==> src/rtl/icache_refill_ctrl.sv <==
// Direct-mapped instruction cache: single-cycle hits, line refill over a request/beat-stream
// memory port, and whole-cache flush for fence.i.
module icache_refill_ctrl #(
   parameter int                    ADDR_WIDTH = 32,
   parameter int                    DATA_WIDTH = 32,
   parameter logic [DATA_WIDTH-1:0] NONE_INST  = '0,
   parameter int                    NUM_LINES  = 16,
   parameter int                    LINE_WORDS = 4
) (
   input  logic                  clk,
   input  logic                  reset,
   input  logic                  req_valid,
   output logic                  req_ready,
   input  logic [ADDR_WIDTH-1:0] req_addr,
   output logic                  resp_valid,
   output logic [DATA_WIDTH-1:0] resp_inst,
   input  logic                  flush,
   output logic                  mem_req_valid,
   input  logic                  mem_req_ready,
   output logic [ADDR_WIDTH-1:0] mem_req_addr,
   input  logic                  mem_resp_valid,
   input  logic [DATA_WIDTH-1:0] mem_resp_data
);
   localparam int OW = $clog2(LINE_WORDS);
   localparam int IW = $clog2(NUM_LINES);
   localparam int TW = ADDR_WIDTH - OW - IW - 2;

   typedef enum logic [2:0] {S_IDLE, S_LOOKUP, S_MISS_REQ, S_REFILL, S_RESP} state_t;

   state_t                r_state, w_state_next;
   logic [ADDR_WIDTH-3:0] r_addr;
   logic [NUM_LINES-1:0]  r_valid, w_valid_next;
   logic [OW-1:0]         r_cnt;
   logic                  r_flushed;
   logic [TW-1:0]         r_tag_mem [NUM_LINES];
   logic [DATA_WIDTH-1:0] r_data_mem [NUM_LINES*LINE_WORDS];
   logic [TW-1:0]         r_rd_tag;
   logic [DATA_WIDTH-1:0] r_rd_data;
   logic [DATA_WIDTH-1:0] r_resp_data;

   logic          w_accept, w_hit, w_beat, w_fill_done;
   logic [IW-1:0] w_idx, w_req_idx;
   logic [OW-1:0] w_off, w_req_off;
   logic [TW-1:0] w_tag;
   logic          w_unused;

   // r_addr holds the word address; byte-offset bits never matter for fetch
   assign w_off     = r_addr[OW-1:0];
   assign w_idx     = r_addr[OW+IW-1:OW];
   assign w_tag     = r_addr[ADDR_WIDTH-3:OW+IW];
   assign w_req_off = req_addr[OW+1:2];
   assign w_req_idx = req_addr[OW+IW+1:OW+2];
   assign w_hit     = r_valid[w_idx] && (r_rd_tag == w_tag);
   assign w_unused  = ^req_addr[1:0];

   always_comb begin
      w_state_next  = r_state;
      req_ready     = 1'b0;
      resp_valid    = 1'b0;
      resp_inst     = NONE_INST;
      mem_req_valid = 1'b0;
      mem_req_addr  = '0;
      w_accept      = 1'b0;
      w_beat        = 1'b0;
      w_fill_done   = 1'b0;
      case (r_state)
         S_IDLE: begin
            req_ready = !flush;
            w_accept  = req_valid && !flush;
            if (w_accept) w_state_next = S_LOOKUP;
         end
         S_LOOKUP: begin
            if (w_hit) begin
               resp_valid   = 1'b1;
               resp_inst    = r_rd_data;
               w_state_next = S_IDLE;
            end else begin
               w_state_next = S_MISS_REQ;
            end
         end
         S_MISS_REQ: begin
            mem_req_valid = 1'b1;
            mem_req_addr  = {r_addr[ADDR_WIDTH-3:OW], {(OW+2){1'b0}}};
            if (mem_req_ready) w_state_next = S_REFILL;
         end
         S_REFILL: begin
            if (mem_resp_valid) begin
               w_beat = 1'b1;
               if (r_cnt == OW'(LINE_WORDS-1)) begin
                  w_fill_done  = 1'b1;
                  w_state_next = S_RESP;
               end
            end
         end
         S_RESP: begin
            resp_valid   = 1'b1;
            resp_inst    = r_resp_data;
            w_state_next = S_IDLE;
         end
         default: w_state_next = S_IDLE;
      endcase
   end

   // Flush wins over a completing refill, including one finishing in the flush cycle
   genvar gi;
   generate
      for (gi = 0; gi < NUM_LINES; gi++) begin : g_valid
         assign w_valid_next[gi] = flush ? 1'b0 :
                                   (w_fill_done && !r_flushed && w_idx == IW'(gi)) ? 1'b1 :
                                   r_valid[gi];
      end
   endgenerate

   always_ff @(posedge clk) begin
      if (reset) begin
         r_state   <= S_IDLE;
         r_valid   <= '0;
         r_cnt     <= '0;
         r_flushed <= 1'b0;
      end else begin
         r_state   <= w_state_next;
         r_valid   <= w_valid_next;
         r_flushed <= (w_state_next == S_IDLE) ? 1'b0 : (r_flushed | flush);
         if (r_state == S_MISS_REQ) r_cnt <= '0;
         else if (w_beat)           r_cnt <= r_cnt + OW'(1);
      end
   end

   always_ff @(posedge clk) begin
      if (w_accept) begin
         r_addr    <= req_addr[ADDR_WIDTH-1:2];
         r_rd_data <= r_data_mem[{w_req_idx, w_req_off}];
         r_rd_tag  <= r_tag_mem[w_req_idx];
      end
      if (w_beat && r_cnt == w_off) r_resp_data <= mem_resp_data;
   end

   always_ff @(posedge clk) begin
      if (w_beat) r_data_mem[{w_idx, r_cnt}] <= mem_resp_data;
   end

   always_ff @(posedge clk) begin
      if (w_fill_done) r_tag_mem[w_idx] <= w_tag;
   end
endmodule
==> config.mk <==
export PLATFORM = sky130hd
export DESIGN_NAME = icache_refill_ctrl
export DESIGN_NICKNAME = d
export VERILOG_FILES = /design/src/rtl/icache_refill_ctrl.sv
export SDC_FILE = /design/constraint.sdc
export NUM_CORES = 2
export LEC_CHECK = 0
export BUFFER_PORTS_ARGS = -buffer_cell sky130_fd_sc_hd__clkbuf_2
export CELL_PAD_IN_SITES_DETAIL_PLACEMENT = 0
export CELL_PAD_IN_SITES_GLOBAL_PLACEMENT = 1
export CORE_ASPECT_RATIO = 0.75
export CORE_MARGIN = 2
export CORE_UTILIZATION = 31
export DETAILED_ROUTE_END_ITERATION = 6
export GPL_ROUTABILITY_DRIVEN = 1
export PLACE_DENSITY_LB_ADDON = 0.1
export SLEW_MARGIN = 0
export SYNTH_ARGS = -nofsm -noshare
export SYNTH_HDL_FRONTEND = slang
export SYNTH_SLANG_ARGS = --single-unit
==> constraint.sdc <==
create_clock -name clk -period 3.9 [get_ports clk]
set_input_delay 0.195 -clock clk [delete_from_list [all_inputs] [get_ports clk]]
set_output_delay 0.195 -clock clk [all_outputs]
set_load 0.1 [all_outputs]
; ---- Word level (Yosys, flattened, before mapping)
; Memories as Yosys holds them, arrays and structs flattened. A register that Yosys moved wholly into a read port is not among the register bits.
; Index checks and enable logic that the tools add are counted.
[totals]
memories = 2
output_inout_bits = 67
ramBits = 2432
input_bits = 70
reg_bits = 84
[op_classes]
muxes = 25
reduce_logical = 28
n_eq_ne = 22
bitwise_logic = 1
n_lt_le_gt_ge = 1
addsub = 1
[mem_list]
columns = memory, words, word_bits, rd, rd_clocked_by_memory_dff, wr, line_no
row1 = r_data_mem, 64, 32, 1, 1, 1, 36  ; logic [DATA_WIDTH-1:0] r_data_mem [NUM_LINES*LINE_WORDS];
row2 = r_tag_mem, 16, 24, 1, 1, 1, 35  ; logic [TW-1:0] r_tag_mem [NUM_LINES];
[ops]
columns = operator, count
row1 = two-way mux 32 bit, 2
row2 = case mux 32 bit (2 select lines), 1
row3 = equality test 4 bit (second input constant), 8
row4 = equality test 24 bit, 1
row5 = logical AND 1 bit, 20
row6 = equality test 4 x 3 -> 1 bit (second input constant), 4
row7 = two-way mux 1 bit, 14
row8 = two-way mux 3 bit, 4
row9 = case mux 3 bit (4 select lines), 1
row10 = equality test 4 x 2 -> 1 bit (second input constant), 2
row11 = equality test 3 x 2 -> 1 bit (second input constant), 2
row12 = zero test 3 bit, 2
row13 = OR reduction 2 bit, 3
row14 = < comparator 4 x 5 -> 1 bit (second input constant), 1
row15 = binary-select mux 1 bit (select 4 bit), 1
row16 = equality test 4 x 1 -> 1 bit (second input constant), 1
row17 = zero test 4 bit, 1
row18 = equality test 3 x 1 -> 1 bit (second input constant), 1
row19 = equality test 3 bit (second input constant), 1
row20 = adder 2 x 1 -> 2 bit (second input constant), 1
row21 = equality test 2 bit, 1
row22 = equality test 2 bit (second input constant), 1
row23 = zero test 1 bit, 2
row24 = two-way mux 2 bit, 1
row25 = 2 further kinds, 2

; ---- Longest topological paths before layout
[logic_depth]
ltp_word = 7
depth_mapped = 10
depth_no_buf = 5

; ---- Worst setup path before layout
; Ideal clock, no wire load.
[synth_path]
path_kind = reg2reg
start = reg r_state[0]
end = reg r_addr[0], enable pin
arrival_time_ns = 5.622
stages_incl_launch_ff = 5
setup_ns = 0.440
slack_ns = -2.163
required_ns = 3.460
period_less_slack_ns = 6.063
path_buffers = 1
cell_sequence = dfxtp_1 -> clkbuf_1 -> nor4_1 -> nand2_1 -> inv_1
[synth_via]
elab_chain_len = 2
[synth_lines]
columns = element, line_no
row1 = start: declaration, 30  ; state_t r_state, w_state_next;
row2 = start signal: assignment, 121  ; r_state <= w_state_next;
row3 = zero test 3 bit, 66  ; case (r_state)
row4 = two-way mux 1 bit, 66
row5 = via w_accept, 41  ; logic w_accept, w_hit, w_beat, w_fill_done;
row6 = end signal: assignment, 131  ; r_addr <= req_addr[ADDR_WIDTH-1:2];
row7 = end: declaration, 31  ; logic [ADDR_WIDTH-3:0] r_addr;
; The timed path passes the listed nets, and every way through them passes these cells.
; A chain may end at the register's enable or synchronous reset.

; ---- Worst setup path after layout
[layout_path]
start = reg r_addr[9]
end = out resp_inst[26]
[layout_via]
elab_chain_len = 4
[layout_lines]
columns = element, line_no
row1 = equality test 24 bit, 53  ; assign w_hit = r_valid[w_idx] && (r_rd_tag == w_tag);
row2 = logical AND 1 bit, 53
row3 = two-way mux 32 bit, 73  ; if (w_hit) begin
row4 = case mux 32 bit (2 select lines), 66
row5 = end: declaration, 16  ; output logic [DATA_WIDTH-1:0] resp_inst,
; No other way between the ends.

==> summary.txt <==
Critical path
  – Crit path kind: reg -> out
  – Worst Setup End Kind: output pin
  – CP max-delay cell: edfxtp_1
  – R2r setup slk: 800 ps
  – Critical path launch point type: flip-flop
  – CP Max Fanout: 18
  – Worst R2R Start: r_state[1]$_SDFF_PP0_
  – Worst path arrival time: 3460 ps
  – Max stage delay on crit path: 660 ps
  – Cell breakdown of the critical path: xnor2_2, nand4_1, nor3_1, and3_4, buf_4, a32o_1, buf_12
  – FF-to-FF path depth: 7
  – Required time of the worst setup path: 3700 ps
  – Reg2reg end: r_data_mem[52][19]$_DFFE_PP_

Floorplan
  – Initial Util: 0.312
  – Die X: 652 um
  – # rows: 178
  – I/O Pins: 137
  – Die area: 320000 um2
  – Height of the die: 490 um
  – Core footprint: 314000 um2

Timing
  – Fmax: 0.273 GHz
  – Crit share post-route: 0.938
  – Setup TNS: 0 ps
  – Headroom to the max-slew limit: 0.190
  – RSZ-0062 raised after global routing: no
  – Hold Slack: 54.8 ps
  – Hold Vio Cnt, Final: 0
  – Final Setup Violations: 0
  – Slew @ Worst Pin: 1210 ps
  – Max-slew violations: 0
  – Setup Skew: 77.7 ps
  – Fin crit period: 3660 ps

Synthesis
  – Synth warn: 0
  – Top cells by area, synth: edfxtp_1 (78%), mux4_2 (17%), nor2_1 (0.54%), a22oi_1 (0.45%), dfxtp_1 (0.45%)
  – Mapped Area: 97700 um2
  – Number of synthesized flops with an enable pin: 2550
  – Yosys top cell by area: edfxtp_1
  – Synth top area share: 0.784
  – Post-Synthesis Cells: 4050
  – Count of cell types in the netlist: 45
  – Post-synthesis sequential area ratio: 0.788
  – Primary FF master, synth: edfxtp_1
  – Fraction of registers with async set/reset: 0
  – Synth Area per Inst: 24.1 um2
  – Register bit count reported by yosys: 2572

CTS
  – Clock Pin Slew Worst Setup and Hold Paths: 60 ps
  – H-tree lvl count: 5
  – Sink Count: 2572
  – Worst skew pair latency: 880 ps
  – Bufs on Longest Clock Path: 4
  – Root Buffer: clkbuf_16
  – TritonCTS Buffers: 280
  – TritonCTS clock tree: built

Routing
  – Drt via density: 5.12
  – Initial DRC Count: 4759
  – Routed WL: 300 mm
  – # DRC: 0
  – WL/cell: 33.5 um
  – Post-route ant nets: 0
  – DRT Pass-1 Iters: 5
  – Via count: 45900

Finish
  – Share of layout cells above drive strength 1: 0.341
  – Nets@finish: 4676
  – Most frequent cells in the layout: edfxtp_1 (2550), mux4_2 (731), clkbuf_16 (289), buf_4 (214), buf_12 (128)
  – Most common cell after layout, fill and taps aside: edfxtp_1
  – Area Overhead vs Synth: 19.1%

Global routing
  – Pin count of the biggest net entering global routing: 104
  – Number of antenna violations at the first check in global routing: 29
  – First-pass GRT wire length: 411 mm
  – Grt ovf: 0
  – Total GRT Usage: 0.186
  – Vias in the first global route: 47400

Power
  – Peak supply drop: 0.000314 V
  – P_leak: 35.8 nW
  – Power Density: 507 nW/um2

Place
  – GP Congestion: 0.748
  – PortBufs: 130
  – DPL Wire Length: 173 mm

Run
  – Max cap viols: 0

Hold path
  – Hold/Removal Path Class: in -> reg
  – Hold wc startpoint: mem_resp_data[2]
  – Hold path cells: 2
  – Worst Hold End: r_data_mem[56][2]$_DFFE_PP_

Status
  – Status: complete, no violations
routing by layer:
layer  part of all wire  GRT usage
met1               0.47      0.278
met2               0.46      0.288
met3              0.046     0.0285
met4              0.022     0.0419
met5           0.000040          0
power by group:
part           internal, W  switching, W
Clock               0.0146        0.0109
Combinational      0.00110       0.00191
Sequential          0.0305     0.0000699
Total               0.0461        0.0129
synth_stat cells (2+ instances only):
cell,instances
a211oi_1,14
a21o_1,16
a21oi_1,29
a22oi_1,59
a311oi_1,15
a31oi_1,5
a32o_1,32
and2_1,31
and3_1,2
buf_1,40
buf_2,63
buf_4,24
buf_6,10
clkbuf_1,89
dfxtp_1,22
edfxtp_1,2550
mux2i_1,11
mux4_2,731
nand2_1,42
nand2b_1,17
nand3_1,7
nand4_1,6
nor2_1,141
nor2b_1,10
nor3_1,22
nor3b_1,2
o2111ai_1,3
o211ai_1,2
o21ai_1,12
or2_2,3
xnor2_1,25
xor2_1,2
what timing repair did:
item / CTS / global route
pin swaps: 1 / 0
endpoints found under the setup margin: 33 / 28
hold buffers: 57 / 1
resized for setup: 3 / 2
buffers inserted: 3 / 5
hold endpoints to repair: 228 / 16
state kept, by name (all words and copies together), names as in the netlist:
name and flops:
r_data_mem 2048, r_tag_mem 384, r_rd_data 32, r_resp_data 32, r_addr 30, r_rd_tag 24, r_valid 16, r_state 3
r_cnt 2, r_flushed 1
worst max-delay path, delay by kind of cell, from the launching register on:
kind            cells  cell delay [ps]
buf+inv             2              430
flops               1              660
xor+xnor            1              320
compound gates      1              260
simple gates        3              900
worst max path at each step:
stage,from,endpoint,cells after the start
final,r_addr[9]$_DFFE_PP_,resp_inst[26],7
after global routing,r_addr[26]$_DFFE_PP_,resp_inst[13],8
after CTS,r_addr[17]$_DFFE_PP_,resp_inst[13],7
after detailed placement,req_addr[2],r_rd_data[30]$_DFFE_PP_,8
after global placement,req_addr[2],r_rd_data[30]$_DFFE_PP_,8
after floorplan,r_state[2]$_SDFF_PP0_,r_resp_data[0]$_DFFE_PP_,4
cell type report:
type                            count  area (um2)
Sequential cell                  2572       77000
Timing Repair Buffer              496        5270
Tap cell                         4140        5180
Multi-Input combinational cell   1253       20300
Inverter                            2        18.8
Clock buffer                      337        7410
Clock inverter                    155        1180
Fill cell                       28300      197000
Antenna cell                        9        22.5
cell families after synthesis:
group	share of synthesized area
AOI/OAI and AO/OA	0.0147
xor gates and xnor gates	0.00242
adders and majority gates	0.000128
buffers and inverters	0.0113
DFF	0.788
muxes	0.170
other	0.0000384
and+or+nand+nor	0.0135
through the flow:
stage	utilization	setup WS, ps	power, W	instances	cell area, um2
2_1_floorplan	-	421	0.0326	4053	97700
3_3_place_gp	0.341	598	0.0341	8396	107000
3_5_place_dp	0.341	599	0.0341	8396	107000
4_1_cts	0.371	34.7	0.0598	8948	116000
5_1_grt	0.371	27.5	0.0610	8958	116000
6_report	0.371	240	0.0590	8964	116000
Note: power is estimated with default switching activity, not from simulation.
